[config.mk]
export PLATFORM = sky130hd
export DESIGN_NAME = vdec_hs_depunc
export DESIGN_NICKNAME = d
export VERILOG_FILES = /design/src/rtl/vdec_hs_depunc.sv
export SDC_FILE = /design/constraint.sdc
export NUM_CORES = 1
export LEC_CHECK = 0
export BUFFER_PORTS_ARGS = -buffer_cell sky130_fd_sc_hd__buf_4
export CORE_ASPECT_RATIO = 1.2
export CORE_MARGIN = 4
export CORE_UTILIZATION = 41
export DETAILED_ROUTE_END_ITERATION = 6
export GPL_ROUTABILITY_DRIVEN = 0
export PLACE_DENSITY = 0.59
export SLEW_MARGIN = 15
export SYNTH_ARGS = -nofsm -noshare
export SYNTH_HDL_FRONTEND = slang
export SYNTH_SLANG_ARGS = --single-unit
[constraint.sdc]
create_clock -name clk -period 3.5 [get_ports clk]
set_input_delay 0.525 -clock clk [delete_from_list [all_inputs] [get_ports clk]]
set_output_delay 0.525 -clock clk [all_outputs]
set_load 0.1 [all_outputs]
[src/rtl/vdec_hs_depunc.sv]
// ============================================================================
// Module   : vdec_hs_depunc (+ vdec_hs_derm puncture lookup)
// Purpose  : depuncturing sequencer for HS-SCCH part1/part2 and AGCH Viterbi
//            paths. Optional frame counter: VDEC_HS_DEPUNC_STAT_EN.
// Revision : 1.0 - initial release
// ============================================================================
`default_nettype none

module vdec_hs_derm (
  input  logic [1:0] mode,
  input  logic [6:0] idx,
  output logic       punc
);
  // Zero-based punctured coded indices for each channel type
  always_comb begin
    punc = 1'b0;
    case (mode)
      2'b00: punc = idx inside {7'd0, 7'd1, 7'd3, 7'd7, 7'd41, 7'd44, 7'd46, 7'd47};
      2'b01: punc = idx inside {[7'd0:7'd7], 7'd11, 7'd13, 7'd14, 7'd23, 7'd41, 7'd47,
                                7'd53, 7'd56, 7'd59, 7'd65, 7'd68, 7'd95, 7'd98,
                                7'd100, 7'd101, [7'd103:7'd110]};
      2'b10: punc = idx inside {7'd0, 7'd1, 7'd4, 7'd5, 7'd6, 7'd10, 7'd11, 7'd13, 7'd14,
                                7'd16, 7'd22, 7'd23, 7'd30, 7'd36, 7'd43, 7'd46, 7'd60,
                                7'd62, 7'd63, 7'd70, 7'd71, 7'd74, 7'd76, 7'd79, 7'd82,
                                7'd83, 7'd84, 7'd86, 7'd87, 7'd89};
      default: punc = 1'b0;
    endcase
  end
endmodule

module vdec_hs_depunc #(
  parameter int SW = 8
) (
  input  logic          clk,
  input  logic          rst_n,
  input  logic          start,
  input  logic [1:0]    hs_mode,
  input  logic          abort,
  input  logic          in_vld,
  input  logic [SW-1:0] in_data,
  output logic          in_rdy,
  output logic          out_vld,
  output logic [SW-1:0] out_sym0,
  output logic [SW-1:0] out_sym1,
  output logic [SW-1:0] out_sym2,
  output logic          out_last,
  input  logic          out_rdy,
  output logic          busy,
  output logic          done,
  output logic [15:0]   dbg_frm_cnt
);
  typedef enum logic [1:0] {S_IDLE = 2'd0, S_RUN = 2'd1, S_LAST = 2'd2} state_t;

  state_t        r_state;
  logic [1:0]    r_mode;
  logic [6:0]    r_idx;
  logic [1:0]    r_slot;
  logic [SW-1:0] r_asm0;
  logic [SW-1:0] r_asm1;
  logic [6:0]    w_idx_last;
  logic          w_punc;
  logic          w_gate;
  logic          w_adv;
  logic          w_frame_end;
  logic [SW-1:0] w_val;

  vdec_hs_derm u_derm (
    .mode (r_mode),
    .idx  (r_idx),
    .punc (w_punc)
  );

  always_comb begin
    w_idx_last = 7'd47;
    case (r_mode)
      2'b01:   w_idx_last = 7'd110;
      2'b10:   w_idx_last = 7'd89;
      default: w_idx_last = 7'd47;
    endcase
  end

  // Slot 2 may not overwrite a triplet the consumer has not yet taken
  assign w_gate      = (r_slot == 2'd2) && out_vld && !out_rdy;
  assign w_adv       = (r_state == S_RUN) && (w_punc || in_vld) && !w_gate;
  assign in_rdy      = (r_state == S_RUN) && !w_punc && !w_gate;
  assign w_val       = w_punc ? '0 : in_data;
  assign w_frame_end = (r_state == S_LAST) && out_vld && out_rdy;

  always_ff @(posedge clk or negedge rst_n) begin
    if (!rst_n) begin
      r_state  <= S_IDLE;
      r_mode   <= 2'b00;
      r_idx    <= '0;
      r_slot   <= '0;
      r_asm0   <= '0;
      r_asm1   <= '0;
      out_vld  <= 1'b0;
      out_sym0 <= '0;
      out_sym1 <= '0;
      out_sym2 <= '0;
      out_last <= 1'b0;
      busy     <= 1'b0;
      done     <= 1'b0;
    end else begin
      done <= 1'b0;
      if (abort) begin
        r_state  <= S_IDLE;
        r_idx    <= '0;
        r_slot   <= '0;
        r_asm0   <= '0;
        r_asm1   <= '0;
        out_vld  <= 1'b0;
        out_last <= 1'b0;
        busy     <= 1'b0;
      end else begin
        if (out_vld && out_rdy) begin
          out_vld  <= 1'b0;
          out_last <= 1'b0;
        end
        case (r_state)
          S_IDLE: begin
            if (start && hs_mode != 2'b11) begin
              r_state <= S_RUN;
              r_mode  <= hs_mode;
              r_idx   <= '0;
              r_slot  <= '0;
              busy    <= 1'b1;
            end
          end
          S_RUN: begin
            if (w_adv) begin
              r_idx <= r_idx + 7'd1;
              case (r_slot)
                2'd0: begin
                  r_asm0 <= w_val;
                  r_slot <= 2'd1;
                end
                2'd1: begin
                  r_asm1 <= w_val;
                  r_slot <= 2'd2;
                end
                default: begin
                  out_sym0 <= r_asm0;
                  out_sym1 <= r_asm1;
                  out_sym2 <= w_val;
                  out_vld  <= 1'b1;
                  out_last <= (r_idx == w_idx_last);
                  r_slot   <= 2'd0;
                  if (r_idx == w_idx_last) r_state <= S_LAST;
                end
              endcase
            end
          end
          S_LAST: begin
            if (w_frame_end) begin
              r_state <= S_IDLE;
              busy    <= 1'b0;
              done    <= 1'b1;
            end
          end
          default: r_state <= S_IDLE;
        endcase
      end
    end
  end

`ifdef VDEC_HS_DEPUNC_STAT_EN
  logic [15:0] r_frm_cnt;

  always_ff @(posedge clk or negedge rst_n) begin
    if (!rst_n) begin
      r_frm_cnt <= '0;
    end else if (w_frame_end && !abort) begin
      r_frm_cnt <= r_frm_cnt + 16'd1;
    end
  end

  assign dbg_frm_cnt = r_frm_cnt;
`else
  assign dbg_frm_cnt = 16'd0;
`endif

endmodule

`default_nettype wire
After elaboration in Yosys (flattened, before gate mapping)
Cells that the tools add are included.

storage, ports and cells
  bits in registers = 57
  bits in latches = 0
  bits in writable memories = 0
  bits in read-only memories = 0
  output and inout port bits = 45
  word-level logic and storage cells = 157
  memories = 0

cells by class
  add/sub/neg operators = 1
  $mul = 0
  divide/modulo/power cells = 0
  order comparisons = 4
  equality and inequality tests = 56
  shift-type cells = 0
  muxes and demuxes = 44
  bitwise logic cells = 2
  reduce and logical (&&, ||, !) cells = 37

operators with widths
  cell                 count
  $eq 7x7->1 const B   17
  $eq 7x6->1 const B   12
  $mux 8               9
  $reduce_bool 30->1   1
  $eq 7x3->1 const B   4
  $eq 7x4->1 const B   4
  $eq 7x5->1 const B   4
  $pmux 7 s2           2
  $mux 7               3
  $mux 2               9
  $reduce_bool 17->1   1
  $mux 1               16
  $reduce_and 3->1     5
  $logic_and 1x1->1    12
  $ne 3x3->1 const B   4
  $pmux 2 s2           2
  $reduce_bool 2->1    4
  $reduce_bool 8->1    1
  $add 7x1->7 const B  1
  $eq 7x1->1 const B   1
  $eq 7x2->1 const B   1
  $eq 7x7->1           1
  $ge 7x1->1 const B   1
  $ge 7x7->1 const B   1
  other kinds (18)     28

Logic depth before layout (Yosys ltp)
  depth in word-level cells = 10
  gate-level depth with buffers = 13
  mapped depth without buffers = 10

By module
Synthesis repeated with hierarchy kept, for this count alone.

second synthesis, totals
  cells, all modules = 318
  area total of the unflattened synthesis = 3314.4 um2

modules (own cells, without submodules)
  module          instances  cells an instance  area each (um2)
  vdec_hs_depunc  1          230                2696.3
  vdec_hs_derm    1          88                 618.1

Worst setup path after synthesis
OpenSTA, ideal clock, no wires.

  path kind = reg-to-output
  start point = register r_idx[0]
  end point = output in_rdy
  arrival = 3.217 ns
  setup slack = -0.242 ns
  stages on the path, launching flop included = 10
  buffers on the path = 0
  path through = dfrtp_1 -> inv_1 -> ha_1 -> nor4b_1 -> nor4b_1 -> a211oi_1 -> a21oi_1 -> a211oi_2 -> nor2_1 -> nor2_1

on the way
  cells in the longest elaborated chain, start to end = 7
  elaborated cells on any way between the ends = 57

ends and longest elaborated chain
  item                                      RTL line  RTL
  start, declared                           56        logic [6:0] r_idx;
  start signal, assigned                    132       r_idx <= r_idx + 7'd1;
  $ge 7x1->1, or another cell as far along  19        2'b01: punc = idx inside {[7'd0:7'd7], 7'd11, 7'd13, 7'd14, 7'd23, 7'd41, 7'd47,
  $logic_and 1x1->1                         19
  $reduce_bool 17->1                        19
  $pmux 1 s3 *                              17        case (mode)
  $logic_not 1->1 *                         85        assign in_rdy = (r_state == S_RUN) && !w_punc && !w_gate;
  $logic_and 1x1->1 * (2 in a row)          85
  end, declared                             41        output logic in_rdy,

Every way passes the cells marked *; elsewhere a longest branch is shown, timed or not.

Worst setup path after layout
  start point = register r_idx[3]
  end point = output in_rdy

Same word-level chain as after synthesis.

==> flow_summary_export.csv <==
group,metric,value,unit
run_status,status,"completed",
sta,drv_slew,0,
worst_setup_path,cp_data_arrival_time,2.77,ns
power_and_ir_drop,powerDensity,456,nW/um^2
worst_setup_path,worstSetupStartpointType,"flop",
grt,grt_overflow,0,
sta,setup_tns,0,ns
floorplanning,num_rows,35,
sta,finalHoldViolCount,0,
cts,cts_tree,"done",
worst_setup_path,worst-path-max-fanout,17,
synthesis,ys_warn_count,0,
floorplanning,initial_utilization,0.430,
worst_setup_path,critPathKind,"reg -> out",
floorplanning,die_h,107,um
grt,grt_max_degree,58,
worst_setup_path,end_kind,"output port",
synthesis,yosysSeqAreaShare,0.423,
place,port_buffers,44,
sta,rsz0062_at_grt,"false",
cts,cts_hold_buf,0,
drt,drt-initial-drc-count,83,
synthesis,synth_top_area_frac,0.423,
drt,wirelength,7.28,mm
synthesis,postSynthCellCount,331,
worst_setup_path,slowest_delay,0.69,ns
drt,drc,0,
sta,tightest_slew,0.943,ns
synthesis,postSynthAreaPerCell,10.2,sq um
synthesis,ys_seq_elements,57,
worst_setup_path,critPathTopFamily,"compound AO/OA/AOI/OAI gates",
cts,numCtsBuffers,9,
sta,slew_headroom,0.366,
drt,vias,2475,
synthesis,async_reset_ff_frac,1.00,
place,pre_cts_ws,0.416,ns
cells_and_area,n_fill_cell,725,
drt,viasPerCell,5.28,
worst_hold_path,hp-class,"in -> async",
power_and_ir_drop,vdd_ir_drop_max,0.302,mV
drt,wl_per_cell,15.5,um
worst_setup_path,ff2ff_setup_slack,0.58,ns
sta,max_freq,304,MHz
grt,grt_pass1_vias,2465,
synthesis,yosys_most_used_dff,"dfrtp_1",
power_and_ir_drop,p_int,0.00117,W
cells_and_area,num_antenna_cells,0,
floorplanning,coreArea,7840,sq um
power_and_ir_drop,p_sw,0.000608,W
sta,period_needed,3.29,ns
cells_and_area,fin_nets,398,
cts,cts.sinks,57,
power_and_ir_drop,switching_share,0.341,
place,dp_hpwl,5.15,mm
cts,htreeDepth,3,
synthesis,yosys-top-cells-count,"dfrtp_1 (57), nor2_1 (28), nand2_1 (26)",
job,maxCapViolations,0,
floorplanning,dieArea,9740,sq um
power_and_ir_drop,seqPwrFrac,0.398,
cells_and_area,drive_gt1_frac,0.297,
sta,setup_viol,0,
synthesis,synth_cell_types,55,
power_and_ir_drop,pwr-share-comb,0.247,
grt,grt_pass1_wl,12.0,mm
cts,clk_path_buf_depth,2,
worst_setup_path,critPathBufInv,2,
synthesis,synth_edf_count,0,
synthesis,syn_area,3370,sq um
cts,path_clk_slew,0.07,ns
cts,ctsResizeCount,0,
cts,root_buffer,"clkbuf_8",
grt,antenna_found_initial,0,
cts,clk_latency,0.33,ns
drt,antenna_left,0,
worst_setup_path,cp_slowest_cell,"dfrtp_1",
floorplanning,chipWidth,90.8,um
cts,post-cts-setup-buffers,0,
cells_and_area,area_growth,16.0,%
worst_setup_path,required,2.97,ns
drt,dr.pass1.iters,4,
worst_setup_path,cp_cell_sequence,"buf_4 -> o221ai_1 -> a221oi_1 -> o211ai_1 -> a211oi_2 -> nor2_1 -> nor2_2 -> buf_8",
synthesis,synth.area.top_cells,"dfrtp_1 (42%), mux2_4 (8.9%), buf_4 (3.8%), ha_1 (3.7%), mux2_2 (3.7%)",
synthesis,synth_area_leader_cell,"dfrtp_1",
sta,fin_skew,0.0113,ns
sta,finalCritPeriodShare,0.941,
synthesis,synth.most_common_cell,"dfrtp_1",
sta,fin_ws,0.208,ns
floorplanning,num_io_pins,61,
grt,grt_use_total,0.153,
power_and_ir_drop,power.share.clock,0.355,
power_and_ir_drop,leakagePower,1.85,nW
power groups by stage:
stage	sequential, W	clock [W]	combinational, W
after floorplan	0.000796	0	0.000266
after global placement	0.000721	0	0.000437
after detailed placement	0.000721	0	0.000437
after CTS	0.000709	0.000648	0.000439
after global routing	0.000714	0.000679	0.000475
final	0.000710	0.000632	0.000441
path summary, 6_finish.rpt:
kind	start	end	cells past startpoint
max	r_idx[3]	in_rdy	8
min	rst_n	out_last	1
max reg2reg	r_idx[1]	out_sym2[1]	11
min reg2reg	r_asm1[6]	out_sym1[6]	1
max in group asynchronous	rst_n	r_idx[0]	1
min in group clk	hs_mode[0]	r_mode[0]	2
metrics by stage:
step | std cells | utilization | hold WS, ns | instance area [sq um] | total power (W)
floorplan | 346 | - | 0.229 | 3430 | 0.00106
global placement | 453 | 0.469 | 0.488 | 3680 | 0.00116
detailed placement | 453 | 0.469 | 0.494 | 3680 | 0.00116
CTS | 469 | 0.496 | 0.265 | 3880 | 0.00180
global route | 469 | 0.499 | 0.275 | 3910 | 0.00187
finish | 469 | 0.499 | 0.214 | 3910 | 0.00178
cell families (layout without fill, tap and decap cells):
logic type | Yosys count | after routing | synth area share
compound gates | 51 | 51 | 0.108
xor+xnor | 5 | 5 | 0.0130
fa+ha+maj | 10 | 10 | 0.0371
buf+inv | 47 | 78 | 0.0861
flops | 57 | 57 | 0.423
mux | 41 | 41 | 0.156
other cells | 1 | 16 | 0.00111
simple gates | 119 | 119 | 0.176
routing by layer:
metal,routed length [um],vias up,GRT usage
li1,-,1206,-
met1,3260,1209,0.188
met2,3670,49,0.266
met3,238,11,0.0322
met4,112,0,0.0550
met5,0,-,0
layout by cell type, fill, tap and decap left out, types with 3 or more instances in the layout:
master	synthesis	layout
dfrtp_1	57	54
buf_4	17	50
nor2_1	28	27
nand2_1	26	26
mux2_4	20	20
conb_1	1	16
nor3_1	15	15
a21oi_1	14	14
nand3_1	12	12
inv_1	11	11
nor2b_1	11	11
mux2_2	11	11
clkbuf_8	0	11
nand2b_1	10	10
mux2i_1	10	10
ha_1	10	7
o21ai_0	5	5
xnor2_1	3	3
nor4b_1	3	3
a21o_1	3	3
ha_2	0	3
dfrtp_2	0	3
sequential cells by signal, indices dropped and copies added, names as in the netlist:
register / count
busy: 1
done: 1
out_last: 1
out_sym0: 8
out_sym1: 8
out_sym2: 8
out_vld: 1
r_asm0: 8
r_asm1: 8
r_idx: 7
r_mode: 2
r_slot: 2
r_state: 2
layout make-up:
class / count / area (sq um) / area share
clock buffer: 12 / 155 / 0.0397
clock inverter: 4 / 51.3 / 0.0131
timing repair buffer: 51 / 390 / 0.0998
sequential: 57 / 1430 / 0.366
multi-input combinational: 242 / 1730 / 0.442
inverter: 11 / 41.3 / 0.0106
tap: 92 / 115 / 0.0294
Note: power is estimated with default switching activity, not from simulation.
